`config.mk`:
```
export PLATFORM = sky130hd
export DESIGN_NAME = rate_change_cfg_ctrl_flat
export DESIGN_NICKNAME = d
export VERILOG_FILES = /design/src/rtl/rate_change_cfg_ctrl_if.sv /design/src/rtl/rate_change_cfg_ctrl.sv /design/src/flat_wrapper.sv
export SDC_FILE = /design/constraint.sdc
export NUM_CORES = 1
export LEC_CHECK = 0
export ABC_AREA = 1
export CAP_MARGIN = 20
export CORE_ASPECT_RATIO = 1.2
export CORE_MARGIN = 1
export CORE_UTILIZATION = 45
export CTS_CLUSTER_DIAMETER = 150
export DETAILED_ROUTE_END_ITERATION = 10
export PLACE_DENSITY = 0.78
export SLEW_MARGIN = 0
export SYNTH_ARGS = -nofsm -noshare
export SYNTH_HDL_FRONTEND = slang
export SYNTH_SLANG_ARGS = --single-unit
```
`constraint.sdc`:
```
create_clock -name clk -period 4.6 [get_ports clk]
set_clock_uncertainty 0.15 [all_clocks]
set_input_delay 1.38 -clock clk [delete_from_list [all_inputs] [get_ports clk]]
set_output_delay 1.38 -clock clk [all_outputs]
set_load 0.02 [all_outputs]
```
`src/rtl/rate_change_cfg_ctrl_if.sv`:
```
// Reconfiguration request channel of the rate-change config controller:
// a valid/ready handshake carrying the new N, M and config word.
interface rate_change_cfg_ctrl_if;
  logic        cfg_valid;
  logic        cfg_ready;
  logic [15:0] cfg_n;
  logic [15:0] cfg_m;
  logic [31:0] cfg_word;

  modport master (
    output cfg_valid,
    output cfg_n,
    output cfg_m,
    output cfg_word,
    input  cfg_ready
  );

  modport slave (
    input  cfg_valid,
    input  cfg_n,
    input  cfg_m,
    input  cfg_word,
    output cfg_ready
  );
endinterface

```
`src/rtl/rate_change_cfg_ctrl.sv`:
```
// Reconfiguration sequencer for a rate-change block: drains the packet in flight,
// clears the block, writes N, M and config over the settings bus, then settles.
module rate_change_cfg_ctrl #(
  parameter int SR_N_ADDR      = 0,
  parameter int SR_M_ADDR      = 1,
  parameter int SR_CONFIG_ADDR = 2,
  parameter int MAX_N          = 16,
  parameter int MAX_M          = 16,
  parameter int CLEAR_CYCLES   = 2,
  parameter int SETTLE_CYCLES  = 2
) (
  input  logic                         clk,
  input  logic                         reset,
  rate_change_cfg_ctrl_if.slave        cfg,
  input  logic                         in_tvalid,
  input  logic                         in_tready,
  input  logic                         in_tlast,
  output logic                         hold_in,
  output logic                         clear,
  output logic                         set_stb,
  output logic [7:0]                   set_addr,
  output logic [31:0]                  set_data,
  output logic                         busy,
  output logic                         cfg_done,
  output logic                         cfg_error
);

  typedef enum logic [2:0] {
    IDLE,
    DRAIN,
    CLEAR,
    WR_N,
    WR_M,
    WR_CFG,
    SETTLE
  } state_t;

  localparam logic [15:0] MAX_N_W     = 16'(MAX_N);
  localparam logic [15:0] MAX_M_W     = 16'(MAX_M);
  localparam logic [7:0]  N_ADDR      = 8'(SR_N_ADDR);
  localparam logic [7:0]  M_ADDR      = 8'(SR_M_ADDR);
  localparam logic [7:0]  CFG_ADDR    = 8'(SR_CONFIG_ADDR);
  localparam logic [7:0]  CLEAR_LAST  = 8'(CLEAR_CYCLES - 1);
  localparam logic [7:0]  SETTLE_LAST = 8'((SETTLE_CYCLES == 0) ? 0 : SETTLE_CYCLES - 1);

  state_t      state;
  logic        mid_pkt;
  logic        mid_pkt_next;
  logic        beat;
  logic        handshake;
  logic        cfg_legal;
  logic [7:0]  cnt;
  logic [15:0] n_q;
  logic [15:0] m_q;
  logic [31:0] word_q;

  assign cfg.cfg_ready = (state == IDLE) & ~reset;
  assign handshake     = cfg.cfg_valid & cfg.cfg_ready;
  assign cfg_legal     = (cfg.cfg_n != 16'd0) && (cfg.cfg_n <= MAX_N_W) &&
                         (cfg.cfg_m != 16'd0) && (cfg.cfg_m <= MAX_M_W);

  // Once draining starts, only the remainder of the current packet may pass.
  assign hold_in      = (state != IDLE) & ~((state == DRAIN) & mid_pkt);
  assign busy         = (state != IDLE);
  assign beat         = in_tvalid & in_tready & ~hold_in;
  assign mid_pkt_next = beat ? ~in_tlast : mid_pkt;

  always_ff @(posedge clk or posedge reset) begin
    if (reset) begin
      state     <= IDLE;
      mid_pkt   <= 1'b0;
      cnt       <= 8'd0;
      n_q       <= 16'd0;
      m_q       <= 16'd0;
      word_q    <= 32'd0;
      clear     <= 1'b0;
      set_stb   <= 1'b0;
      set_addr  <= 8'd0;
      set_data  <= 32'd0;
      cfg_done  <= 1'b0;
      cfg_error <= 1'b0;
    end else begin
      mid_pkt   <= mid_pkt_next;
      clear     <= 1'b0;
      set_stb   <= 1'b0;
      set_addr  <= 8'd0;
      set_data  <= 32'd0;
      cfg_done  <= 1'b0;
      cfg_error <= 1'b0;
      case (state)
        IDLE: begin
          if (handshake) begin
            if (cfg_legal) begin
              n_q    <= cfg.cfg_n;
              m_q    <= cfg.cfg_m;
              word_q <= cfg.cfg_word;
              state  <= DRAIN;
            end else begin
              cfg_error <= 1'b1;
            end
          end
        end
        // Leave as soon as the tlast beat of the open packet has gone through.
        DRAIN: begin
          if (!mid_pkt_next) begin
            state <= CLEAR;
            clear <= 1'b1;
            cnt   <= 8'd0;
          end
        end
        CLEAR: begin
          if (cnt == CLEAR_LAST) begin
            state    <= WR_N;
            cnt      <= 8'd0;
            set_stb  <= 1'b1;
            set_addr <= N_ADDR;
            set_data <= {16'd0, n_q};
          end else begin
            cnt   <= cnt + 8'd1;
            clear <= 1'b1;
          end
        end
        WR_N: begin
          state    <= WR_M;
          set_stb  <= 1'b1;
          set_addr <= M_ADDR;
          set_data <= {16'd0, m_q};
        end
        WR_M: begin
          state    <= WR_CFG;
          set_stb  <= 1'b1;
          set_addr <= CFG_ADDR;
          set_data <= word_q;
        end
        WR_CFG: begin
          if (SETTLE_CYCLES == 0) begin
            state    <= IDLE;
            cfg_done <= 1'b1;
          end else begin
            state <= SETTLE;
            cnt   <= 8'd0;
          end
        end
        SETTLE: begin
          if (cnt == SETTLE_LAST) begin
            state    <= IDLE;
            cnt      <= 8'd0;
            cfg_done <= 1'b1;
          end else begin
            cnt <= cnt + 8'd1;
          end
        end
        default: state <= IDLE;
      endcase
    end
  end

endmodule

```
`src/flat_wrapper.sv`:
```
// flat-port wrapper written by rule: the top's interface ports become plain ports
module rate_change_cfg_ctrl_flat 
#(
  parameter int SR_N_ADDR      = 0,
  parameter int SR_M_ADDR      = 1,
  parameter int SR_CONFIG_ADDR = 2,
  parameter int MAX_N          = 16,
  parameter int MAX_M          = 16,
  parameter int CLEAR_CYCLES   = 2,
  parameter int SETTLE_CYCLES  = 2
)
  (clk, reset, in_tvalid, in_tready, in_tlast, hold_in, clear, set_stb, set_addr, set_data, busy, cfg_done, cfg_error, cfg_cfg_valid, cfg_cfg_n, cfg_cfg_m, cfg_cfg_word, cfg_cfg_ready);
  rate_change_cfg_ctrl_if cfg_i ();
  input  logic clk;
  input  logic reset;
  input  logic in_tvalid;
  input  logic in_tready;
  input  logic in_tlast;
  output logic hold_in;
  output logic clear;
  output logic set_stb;
  output logic [7:0] set_addr;
  output logic [31:0] set_data;
  output logic busy;
  output logic cfg_done;
  output logic cfg_error;
  input wire logic [$bits(cfg_i.cfg_valid)-1:0] cfg_cfg_valid;
  input wire logic [$bits(cfg_i.cfg_n)-1:0] cfg_cfg_n;
  input wire logic [$bits(cfg_i.cfg_m)-1:0] cfg_cfg_m;
  input wire logic [$bits(cfg_i.cfg_word)-1:0] cfg_cfg_word;
  output wire logic [$bits(cfg_i.cfg_ready)-1:0] cfg_cfg_ready;
  assign cfg_i.cfg_valid = cfg_cfg_valid;
  assign cfg_i.cfg_n = cfg_cfg_n;
  assign cfg_i.cfg_m = cfg_cfg_m;
  assign cfg_i.cfg_word = cfg_cfg_word;
  assign cfg_cfg_ready = cfg_i.cfg_ready;
  rate_change_cfg_ctrl #(.SR_N_ADDR(SR_N_ADDR), .SR_M_ADDR(SR_M_ADDR), .SR_CONFIG_ADDR(SR_CONFIG_ADDR), .MAX_N(MAX_N), .MAX_M(MAX_M), .CLEAR_CYCLES(CLEAR_CYCLES), .SETTLE_CYCLES(SETTLE_CYCLES)) u_core (.clk(clk), .reset(reset), .cfg(cfg_i), .in_tvalid(in_tvalid), .in_tready(in_tready), .in_tlast(in_tlast), .hold_in(hold_in), .clear(clear), .set_stb(set_stb), .set_addr(set_addr), .set_data(set_data), .busy(busy), .cfg_done(cfg_done), .cfg_error(cfg_error));
endmodule
```
; Word-level counts from Yosys, hierarchy flattened
; Index checks and enable logic that the tools add are counted.
[word_totals]
word_cells = 72
regBits = 114
input_bits = 70
[op_classes]
n_lt_le_gt_ge = 2
addsub = 1
n_eq_ne = 12
reduce_logical = 13
muxes = 22
n_bitwise = 10
[ops]
columns = op, n
row1 = 32-bit one-hot mux with 3 select lines, 1
row2 = 16-bit by 5-bit <= comparator with 1-bit output (second input constant), 2
row3 = 16-bit nonzero test, 2
row4 = 8-bit one-hot mux with 3 select lines, 1
row5 = 3-bit one-hot mux with 7 select lines, 1
row6 = 16-bit 2-to-1 mux, 1
row7 = 8-bit 2-to-1 mux, 2
row8 = 3-bit 2-to-1 mux, 5
row9 = 3-bit == test (second input constant), 3
row10 = 8-bit by 1-bit adder with 8-bit output (second input constant), 1
row11 = 8-bit by 1-bit == test with 1-bit output (second input constant), 1
row12 = 1-bit 2-to-1 mux, 8
row13 = 2-bit by 1-bit inequality test with 1-bit output (second input constant), 4
row14 = 1-bit AND, 6
row15 = 3-bit by 2-bit == test with 1-bit output (second input constant), 2
row16 = 3-bit nonzero test, 2
row17 = 5-bit AND reduction, 1
row18 = 1-bit inverter, 4
row19 = 1-bit one-hot mux with 2 select lines, 2
row20 = 2-bit one-hot mux with 2 select lines, 1
row21 = 2-bit OR reduction, 2
row22 = 3-bit by 1-bit == test with 1-bit output (second input constant), 1
row23 = 1-bit logical AND, 3
row24 = 3-bit zero test, 1
row25 = other kinds (3), 3

; Longest topological paths before layout
; Gate-level depths: netlist of run 1.
[logic_depth]
depth_word = 9
mapped_depth = 14
depth_no_buf = 14

; Least setup slack after synthesis of run 1
; No wires, ideal clock.
[synth_timing]
path_type = input to output
startpoint = input port reset
endpoint = output port cfg_cfg_ready
cell_stages = 1
arrival_ps = 1533
path_slack_ps = 1537
path_buffers = 0
t_required_ps = 3070
cell_sequence = nor2_4
[synth_via]
elab_chain_len = 2
[synth_lines]
columns = element, line_no
row1 = from (decl), flat_wrapper.sv:15  ; input logic reset;
row2 = 1-bit inverter, rate_change_cfg_ctrl.sv:57  ; assign cfg.cfg_ready = (state == IDLE) & ~reset;
row3 = 1-bit AND, rate_change_cfg_ctrl.sv:57
row4 = to (decl), flat_wrapper.sv:31  ; output wire logic [$bits(cfg_i.cfg_ready)-1:0] cfg_cfg_ready;
; No other way between the ends.

; Worst setup path in the final report of run 1
; Ends and elaborated chain as after synthesis.

==> flow_metrics.tcl, run 1 <==
set metrics [dict create \
    rsz0062_at_grt "no" \
    drc 14 \
    route.detailed.wl_per_inst_um 12.60 \
    number_of_antenna_violations_at_the_first_check_in_global_routing 0 \
    die_width_um 97.78 \
    place.detailed.hpwl_um 6836 \
    critPathKind "input port to primary output" \
    grt_pass1_vias 3922 \
    fmaxAchievable_mhz 240.5 \
    start_util_pct 46.65 \
    drt_wl_total_um 10140 \
    place_ws_ns 0.4302 \
    synth-xor-area-share_pct 0.8841 \
    drt-pass1-iter-count 7 \
    viasPerCell 4.711 \
    timing.hold.ws_ns 0.3142 \
    portBuffers 110 \
    synth-compound-area-share_pct 9.927 \
    yosys_register_bits 114 \
    layout-area-overhead-vs-synth_pct 36.22 \
    worst_skew_pair.late_latency_ns 0.40 \
    ys_top_cells_by_count "nand2_1 (118), dfrtp_1 (114), inv_1 (92)" \
    final_period_minus_worst_setup_slack_ns 4.158 \
    die_h_um 116.9 \
    layout.cells.non_filler 805 \
    req_time_crit_path_ns 3.07 \
    critPathMaxFanout 2 \
    design.core.area_um2 10620 \
    maxSlewHeadroom_pct 60.72 \
    setup_violations 0 \
    place_inst 773 \
    clk_transition_reported_paths_ns 0.05 \
    yosys.area_share.simple_pct 19.40 \
    min_period_over_period_pct 90.39 \
    clock_tree_from_tritoncts "yes" \
    timing_max_transition_violations_final 0 \
    synthesis.area_per_instance_um2 9.056 \
    num_antenna_cells 0 \
    area_of_the_mapped_netlist_um2 4954 \
    die-area_um2 11430 \
    globalRoute.totalOverflow 0 \
    grt_pass1_wl_um 17020 \
    yosys_warnings 0 \
    setup-tns-final_ns 0 \
    endpoint_kind "primary output" \
    vdd_ir_drop_max_mv 0.1724 \
    synth_flop_cell "dfrtp_1" \
    post_synth_fa_ha_maj_area_fraction_pct 1.768 \
    timing.critical_path.arrival_ns 2.63 \
    cts_repair_resize_count 0 \
    num_io_pins 117 \
    min_path_type "register to register" \
    ant_nets 0 \
    clk_root_buffer_cell "clkbuf_16" \
    post_cts.repair.setup_buffers 0 \
    cts_htree_levels 4 \
    outcome "finished with violations" \
    cts_hold_buf 0 \
    dr_total_vias 3792 \
    synth_top_area_share_pct 57.59 \
    netlist_top_cells_area "dfrtp_1 (58%), nand2_1 (8.9%), inv_1 (7.0%)" \
    final_layout_size_suffix_gt1_share_pct 11.54 \
    synth.largest_area_cell "dfrtp_1" \
    static-leakage-power_nw 3.497 \
    cts.path.max_buffers 2 \
    core.rowCount 41 \
    most_numerous_cell_in_the_yosys_netlist "nand2_1" \
    sequential_fraction_of_the_synthesis_area_pct 57.59 \
    setup_slack_ns 0.4421 \
    post-route-util_pct 63.54 \
    synthesis.instances 547 \
    synth_top_family_by_area "simple AND/OR/NAND/NOR gates" \
    tightestPinTransition_ns 0.5892 \
    drtIter0Drc 203 \
    p_per_area_nw_per_um2 366.6 \
    share_of_synthesized_area_spent_on_multiplexers_pct 0 \
    cts_num_sinks 114 \
    groute.usage.overall_pct 19.13 \
    gp_routability_congestion 0.8010 \
    worstSetupStartpointType "input port" \
    timing.max_cap.violations 0 \
    pin_count_of_the_biggest_net_entering_global_routing 70 \
    synth.lib_cells_used.distinct 31 \
    violated_checks "DRC" \
    synthArstFlopShare_pct 100.0 \
    cts_made_buffers 17 \
    post_synth_edffs 0 \
    final_net_count 740 \
    final-hold-violation-count 0 \
]
path summary, 6_finish.rpt:
path | cells past startpoint | from | slack (ns) | to
max in group asynchronous | 3 | reset | 2.21 | u_core.set_data[8]$_DFF_PP0_
hold reg to reg | 2 | u_core.n_q[10]$_DFFE_PP0P_ | 0.31 | u_core.n_q[10]$_DFFE_PP0P_
setup / recovery | 3 | reset | 0.44 | cfg_cfg_ready
hold / removal | 2 | u_core.n_q[10]$_DFFE_PP0P_ | 0.31 | u_core.n_q[10]$_DFFE_PP0P_
min in group asynchronous | 2 | reset | 1.34 | u_core.cfg_error$_DFF_PP0_
setup reg to reg | 10 | u_core.state[0]$_DFFE_PP0P_ | 2.15 | u_core.m_q[3]$_DFFE_PP0P_
per-stage QoR:
step	power, mW	cell area, um^2
global route	2.554	6748
floorplan	1.084	4972
CTS	2.495	6748
detailed placement	1.164	6135
global placement	1.161	6135
finish	2.474	6748
state kept, by name, indices dropped and copies added, names as in the netlist, 2 cells and up:
| name | count |
|---|---|
| u_core.cnt | 8 |
| u_core.set_addr | 2 |
| u_core.state | 3 |
| u_core.n_q | 16 |
| u_core.set_data | 32 |
| u_core.m_q | 16 |
| u_core.word_q | 32 |
per-layer routing:
layer	part of all wire (%)	track usage (%)	vias up
li1	-	-	1881
met1	42	21.57	1797
met2	52	34.52	100
met3	4.3	4.869	14
met4	1.7	8.788	0
met5	0	0	-
layout make-up:
| cell class | instances | area [um^2] |
|---|---|---|
| timing repair buffer | 114 | 1144 |
| clock inverter | 11 | 132.6 |
| inverter | 96 | 362.8 |
| sequential | 114 | 2853 |
| multi-input combinational | 320 | 1614 |
| tap | 129 | 161.4 |
| fill | 895 | 3871 |
| clock buffer | 21 | 480.5 |
worst max-delay path, cell delays in order:
cell	delay, ns
clkdlybuf4s50_1	0.50
nor2_4	0.14
clkdlybuf4s50_1	0.61
cells in the final DEF (no fill, tap or decap):
master | Yosys | final
a21oi_1 | 10 | 10
a21oi_2 | 28 | 28
and2_1 | 1 | 1
buf_12 | 0 | 1
buf_4 | 9 | 3
bufinv_16 | 0 | 3
clkbuf_16 | 0 | 17
clkbuf_8 | 0 | 4
clkdlybuf4s50_1 | 0 | 110
clkinv_1 | 1 | 1
clkinv_2 | 0 | 7
clkinvlp_4 | 0 | 1
conb_1 | 1 | 6
dfrtp_1 | 114 | 114
ha_1 | 7 | 7
inv_1 | 92 | 91
inv_2 | 3 | 3
inv_4 | 0 | 1
nand2_1 | 118 | 118
nand2_2 | 2 | 2
nand3_1 | 11 | 11
nand3_4 | 0 | 1
nand3b_1 | 2 | 2
nand4_1 | 1 | 1
nand4_2 | 1 | 1
nor2_1 | 87 | 87
nor2_2 | 1 | 1
nor2_4 | 2 | 2
nor3_1 | 4 | 4
nor3b_2 | 1 | 1
o211ai_1 | 18 | 18
o21ai_0 | 10 | 10
o21ai_1 | 1 | 1
o22ai_1 | 1 | 1
or2_2 | 2 | 2
xor2_1 | 5 | 5
kinds of logic (layout without fill, tap and decap cells):
| kind of cell | Yosys count | count (layout) |
|---|---|---|
| adders and majority gates | 7 | 7 |
| and+or+nand+nor | 234 | 234 |
| buffers and inverters | 118 | 242 |
| AOI/OAI and AO/OA | 68 | 68 |
| xor gates and xnor gates | 5 | 5 |
| DFF | 114 | 114 |
| other | 1 | 6 |
power breakdown:
part           total, mW  internal, mW  switching (mW)
clock network       1.33         0.901           0.428
logic              0.136        0.0707          0.0648
registers           1.01          1.01         0.00187
Power figures use the tool's default switching activity.
==> inputs of run 2 (changes only) <==
--- a/config.mk
+++ b/config.mk
@@ -13,7 +13,6 @@
 export CTS_CLUSTER_DIAMETER = 150
 export DETAILED_ROUTE_END_ITERATION = 10
 export PLACE_DENSITY = 0.78
-export SLEW_MARGIN = 0
 export SYNTH_ARGS = -nofsm -noshare
 export SYNTH_HDL_FRONTEND = slang
 export SYNTH_SLANG_ARGS = --single-unit
==> results of run 2 <==
No change in the layout: final DEF, timing and power equal those of run 1.
